### src/rtl/hack_pkg.sv
// Shared Hack-platform datapath definitions: word width and the timer state encoding.
package hack_pkg;

  localparam int WORD_WIDTH = 16;

  typedef enum logic [1:0] {
    ST_IDLE = 2'b00,
    ST_RUN  = 2'b01,
    ST_DONE = 2'b10
  } state_t;

endpackage

### src/rtl/down_counter16.sv
// Loadable count-down timer with terminal-count pulse and done/ack handshake.
// Optional periodic mode: define DOWN_COUNTER_AUTO_RELOAD_EN to reload on expiry instead of stopping.
module down_counter16
  import hack_pkg::*;
#(
  parameter int WIDTH = WORD_WIDTH
) (
  input  logic             clk,
  input  logic             reset,
  input  logic [WIDTH-1:0] in,
  input  logic             load,
  input  logic             dec,
  input  logic             ack,
  output logic [WIDTH-1:0] out,
  output logic             zero,
  output logic             tc,
  output logic             done
);

  localparam logic [WIDTH-1:0] CNT_ZERO = {WIDTH{1'b0}};
  localparam logic [WIDTH-1:0] CNT_ONE  = {{(WIDTH-1){1'b0}}, 1'b1};

  state_t           state_r, state_nxt_s;
  logic [WIDTH-1:0] count_r, count_nxt_s;
  logic             tc_r, tc_nxt_s;
  logic             done_r;

`ifdef DOWN_COUNTER_AUTO_RELOAD_EN
  logic [WIDTH-1:0] reload_r;
  logic             ack_unused_s;
  assign ack_unused_s = ack;

  // Reload register: remembers the period captured on the last load.
  always_ff @(posedge clk) begin
    if (reset) begin
      reload_r <= CNT_ZERO;
    end else if (load) begin
      reload_r <= in;
    end else begin
      reload_r <= reload_r;
    end
  end
`endif

  // Next-state / next-count logic; load beats dec, dec beats ack.
  always_comb begin
    state_nxt_s = state_r;
    count_nxt_s = count_r;
    tc_nxt_s    = 1'b0;
    if (load) begin
      count_nxt_s = in;
      state_nxt_s = (in != CNT_ZERO) ? ST_RUN : ST_IDLE;
    end else begin
      case (state_r)
        ST_RUN: begin
          if (dec) begin
            if (count_r > CNT_ONE) begin
              count_nxt_s = count_r - CNT_ONE;
            end else if (count_r == CNT_ONE) begin
              tc_nxt_s = 1'b1;
`ifdef DOWN_COUNTER_AUTO_RELOAD_EN
              count_nxt_s = reload_r;
`else
              count_nxt_s = CNT_ZERO;
              state_nxt_s = ST_DONE;
`endif
            end else begin
              // A zero count can never legitimately be running; park it safely.
              count_nxt_s = CNT_ZERO;
              state_nxt_s = ST_IDLE;
            end
          end else begin
            count_nxt_s = count_r;
          end
        end
        ST_DONE: begin
          count_nxt_s = CNT_ZERO;
`ifdef DOWN_COUNTER_AUTO_RELOAD_EN
          state_nxt_s = ST_IDLE;
`else
          if (ack) begin
            state_nxt_s = ST_IDLE;
          end else begin
            state_nxt_s = ST_DONE;
          end
`endif
        end
        ST_IDLE: begin
          state_nxt_s = ST_IDLE;
        end
        default: begin
          state_nxt_s = ST_IDLE;
          count_nxt_s = CNT_ZERO;
        end
      endcase
    end
  end

  // State, count and registered flag outputs.
  always_ff @(posedge clk) begin
    if (reset) begin
      state_r <= ST_IDLE;
      count_r <= CNT_ZERO;
      tc_r    <= 1'b0;
      done_r  <= 1'b0;
    end else begin
      state_r <= state_nxt_s;
      count_r <= count_nxt_s;
      tc_r    <= tc_nxt_s;
`ifdef DOWN_COUNTER_AUTO_RELOAD_EN
      done_r  <= 1'b0;
`else
      done_r  <= (state_nxt_s == ST_DONE);
`endif
    end
  end

  assign out  = count_r;
  assign zero = (count_r == CNT_ZERO);
  assign tc   = tc_r;
  assign done = done_r;

endmodule
### config.mk
export PLATFORM = sky130hd
export DESIGN_NAME = down_counter16
export DESIGN_NICKNAME = d
export VERILOG_FILES = /design/src/rtl/hack_pkg.sv /design/src/rtl/down_counter16.sv
export SDC_FILE = /design/constraint.sdc
export NUM_CORES = 1
export LEC_CHECK = 0
export ABC_AREA = 1
export ABC_CLOCK_PERIOD_IN_PS = 2950
export CORE_ASPECT_RATIO = 0.75
export CORE_MARGIN = 2
export CORE_UTILIZATION = 45
export DETAILED_ROUTE_END_ITERATION = 16
export GPL_TIMING_DRIVEN = 0
export PLACE_DENSITY = 0.72
export SLEW_MARGIN = 5
export SYNTH_ARGS = -nofsm -noshare
export SYNTH_HDL_FRONTEND = slang
export SYNTH_SLANG_ARGS = --single-unit
### constraint.sdc
create_clock -name clk -period 2.95 [get_ports clk]
set_clock_uncertainty 0.05 [all_clocks]
set_input_delay 0.59 -clock clk [delete_from_list [all_inputs] [get_ports clk]]
set_output_delay 0.59 -clock clk [all_outputs]
set_load 0.01 [all_outputs]
Word-level counts from Yosys, hierarchy flattened
Cells that the tools add are included.
{"block": "classes", "multipliers": 0, "reduce_logical": 5, "n_div": 0, "n_addsub": 1, "muxes": 12, "order_cmp": 1, "n_eq_ne": 6, "bitwise": 2, "n_shift": 0}
{"op": "$mux 16", "count": 3}
{"op": "$pmux 16 s2", "count": 1}
{"op": "$eq 16x1->1 const B", "count": 1}
{"op": "$gt 16x1->1 const B", "count": 1}
{"op": "$logic_not 16->1", "count": 1}
{"op": "$reduce_bool 16->1", "count": 1}
{"op": "$sub 16x1->16 const B", "count": 1}
{"op": "$mux 2", "count": 5}
{"op": "$reduce_or 5->1", "count": 1}
{"op": "$eq 2x2->1 const B", "count": 2}
{"op": "$pmux 2 s2", "count": 1}
{"op": "$ne 3x3->1 const B", "count": 1}
{"op": "$eq 2x1->1 const B", "count": 1}
{"op": "$logic_not 2->1", "count": 1}
{"op": "$mux 1", "count": 2}
{"op": "$ne 2x2->1 const B", "count": 1}
{"op": "$not 1->1", "count": 2}
{"op": "$reduce_and 2->1", "count": 1}
{"block": "totals", "mem_bits_ro": 0, "mem_count": 0, "ff_bits": 20, "ram_bits": 0, "wordCells": 31, "out_inout_bits": 19, "latch_bits": 0, "inputBits": 21}

Depth between registers and ports, before layout
{"block": "depth", "word_depth": 7, "mapped_depth": 10, "mapped_depth_nobuf": 10}

Worst setup path after synthesis
Ideal clock, no wire load.
{"block": "synth_path", "path_type": "register -> output", "start": "reg count_r[4] (netlist: out[4])", "end": "out zero", "path_buffers": 0, "slack_ps": 1272, "stages_incl_launch_ff": 6, "t_required_ps": 2310, "arrival_time_ps": 1038, "path_cell_list": "dfxtp_1 nor2_1 nand2_1 inv_1 nand3_1 nor3_1"}
{"block": "synth_between", "elab_chain_cells": 1}
{"element": "start, declared", "line": "down_counter16.sv:24", "text": "logic [WIDTH-1:0] count_r, count_nxt_s;"}
{"element": "start signal, assigned", "line": "down_counter16.sv:108", "text": "count_r <= count_nxt_s;"}
{"element": "$logic_not 16->1", "line": "down_counter16.sv:119", "text": "assign zero = (count_r == CNT_ZERO);"}
{"element": "end, declared", "line": "down_counter16.sv:15", "text": "output logic zero,"}
No other way between the ends.

Worst setup path after layout
Ends and elaborated chain as after synthesis.

==> run metrics <==
status=finished clean; Synth warnings=0; die area=3830 µm²; grt ovf=0; worst-skew pair later-pin latency=270 ps; Synth Instances=231; GP Congestion=0.855; synthesized area=1510 µm²; Netlist cell types=27; GR Util All Layers=23.3%; sequential share of the synthesized area=26.6%; unrepaired setup endpoints after global routing=false; critical path startpoint=out[4]$_SDFFE_PP0P_; IO Pins=40; cts bufs inserted=3; clock slew at reported path FFs=90 ps; fin crit share=85.8%; hold wc startpoint=state_r[0]$_SDFF_PP0_; WS Path Type=reg2out; share of cells above drive strength 1=10.3%; Hold Fails Final Rpt=0; min cycle time layout=2530 ps; Worst Setup End Kind=output pin; initial antenna violation count=0; number of synthesized register bits=20; Total Routed Length=4180 µm; n_diodes=0; asr flop ratio synth=0%; pwr dens=425 nW/µm²; Sum Neg Setup Slack=0 ps; DR vias=1621; reg-to-reg endpoint=out[5]$_SDFFE_PP0P_; Crit Path Max Fanout=6; die height=54.1 µm; # hold bufs at CTS=0; Final Core Density=61.5%; Avg Inst Size Synth=6.53 µm²; first-pass GRT wire length=6840 µm; Initial Util=46.5%; fin. max-slew vios=0; CP Capture Point=zero; drt first pass iters=4; Syn Nets=258; Critical Path Source Type=flip-flop; routed len/inst=13.3 µm; nets=301; R2R Path Start=state_r[1]$_SDFF_PP0_; row count=18; clk root buf=clkbuf_8; DRC viols=0; post-CTS sizing=0; vias per inst=5.18; Peak supply drop=0.000270 V; starting DRC count in detailed routing=99; Routed Antenna Nets=0; ys flop type=dfxtp_1; Max-slew headroom=67.0%; Max Cap Viol=0; largest net degree at the start of global routing=12; Critical Path RT=2310 ps; buffer depth of the longest clock path=2; worst r2r path cells=10; # port buffers=38; data arrival time of the critical path=1890 ps; Slew @ Worst Pin=495 ps; H-tree depth=1; Pleak=0.863 nW; hpwl dp=3050 µm; die width=70.8 µm; Worst R2R Setup Slack=1110 ps; postcts setup bufs=0; vias in the first global route=1425; FILL cells=326; TritonCTS clock tree=yes; Post-synth EDFFs=0; pre-CTS setup slack=753 ps; area delta synth->final=32.2%; core area=3240 µm²; Worst Hold Class=reg2reg; Final setup viols=0; final worst setup slack=420 ps; fmax=395 MHz; clock sink count=20; Final Total Pwr=0.847 mW
where the power goes:
part,internal [mW],switching (mW)
Sequential,0.290,0.0293
Combinational,0.129,0.171
Clock,0.119,0.109
critical path, stage by stage, from the launching register on:
cell and delay [ps]:
dfxtp_1 390, nor2_1 170, nand2_1 160, inv_1 80, nand3_1 70, nor3_1 170, clkdlybuf4s50_1 570
cell type report:
type | count | area [µm²] | area share, %
multi-input cells | 176 | 948 | 47.6
flip-flops and latches | 20 | 400 | 20.1
repair buffers | 38 | 380 | 19.1
inverters | 30 | 118 | 5.90
clock buffers | 4 | 55.1 | 2.76
well taps | 40 | 50.0 | 2.51
plain buffers | 5 | 41.3 | 2.07
flip-flops by register name, summed over array words and instances (netlist names):
| signal | cells |
|---|---|
| state_r | 2 |
| tc | 1 |
| out | 16 |
| done | 1 |
worst min-delay path by stage:
stage	slack, ps	cells after the start	end
after floorplan	450	2	state_r[0]$_SDFF_PP0_
after global placement	480	2	state_r[0]$_SDFF_PP0_
after detailed placement	480	2	state_r[0]$_SDFF_PP0_
after CTS	500	2	state_r[0]$_SDFF_PP0_
after global routing	570	2	out[0]$_SDFFE_PP0P_
final	500	2	state_r[0]$_SDFF_PP0_
synthesized netlist by cell type, types with 2 or more instances:
library cell  count  area share (%)
a21oi_1          26             8.6
buf_6             3             2.2
clkbuf_1          2            0.50
dfxtp_1          20              27
ha_1              6             5.0
inv_1            26             6.5
inv_2             2            0.50
inv_4             2            0.83
nand2_1          46              11
nand2_2           5             2.1
nand2_4           2             1.5
nand3_1          15             5.0
nand4_1           8             3.3
nor2_1           30             7.5
nor2_2            2            0.83
nor2_4            5             3.7
nor4_1            3             1.2
o21ai_0           7             2.3
o21ai_1          10             3.3
xor2_1            4             2.3
kinds of logic after synthesis:
logic type	after synthesis	share of synthesized area, %
xor gates and xnor gates	4	2.32
AOI/OAI and AO/OA	46	16.4
and+or+nand+nor	120	39.2
DFF	20	26.6
buffers and inverters	35	10.5
adders and majority gates	6	4.98
metal layers:
layer	GRT usage (%)	vias up	routed length (µm)
li1	-	838	-
met1	33.3	725	2140
met2	37.4	56	1750
met3	3.93	2	263
met4	4.72	0	16
met5	0	-	0
metrics by stage:
| step | hold slack, ps | instances | area, µm² |
|---|---|---|---|
| global route | 573 | 313 | 1990 |
| CTS | 497 | 313 | 1990 |
| detailed placement | 483 | 309 | 1940 |
| finish | 501 | 313 | 1990 |
| global placement | 478 | 309 | 1940 |
| floorplan | 446 | 231 | 1510 |
placed cells by master, fill, tap and decap left out, drive strengths merged:
cell	count
nand2	53
clkdlybuf4s50	38
nor2	38
inv	30
a21oi	27
dfxtp	20
o21ai	18
nand3	15
nand4	8
ha	6
clkbuf	6
xor2	4
buf	3
nor4	3
nor3	1
or2	1
o21a	1
nor3b	1
(Power assumes the default switching activity.)
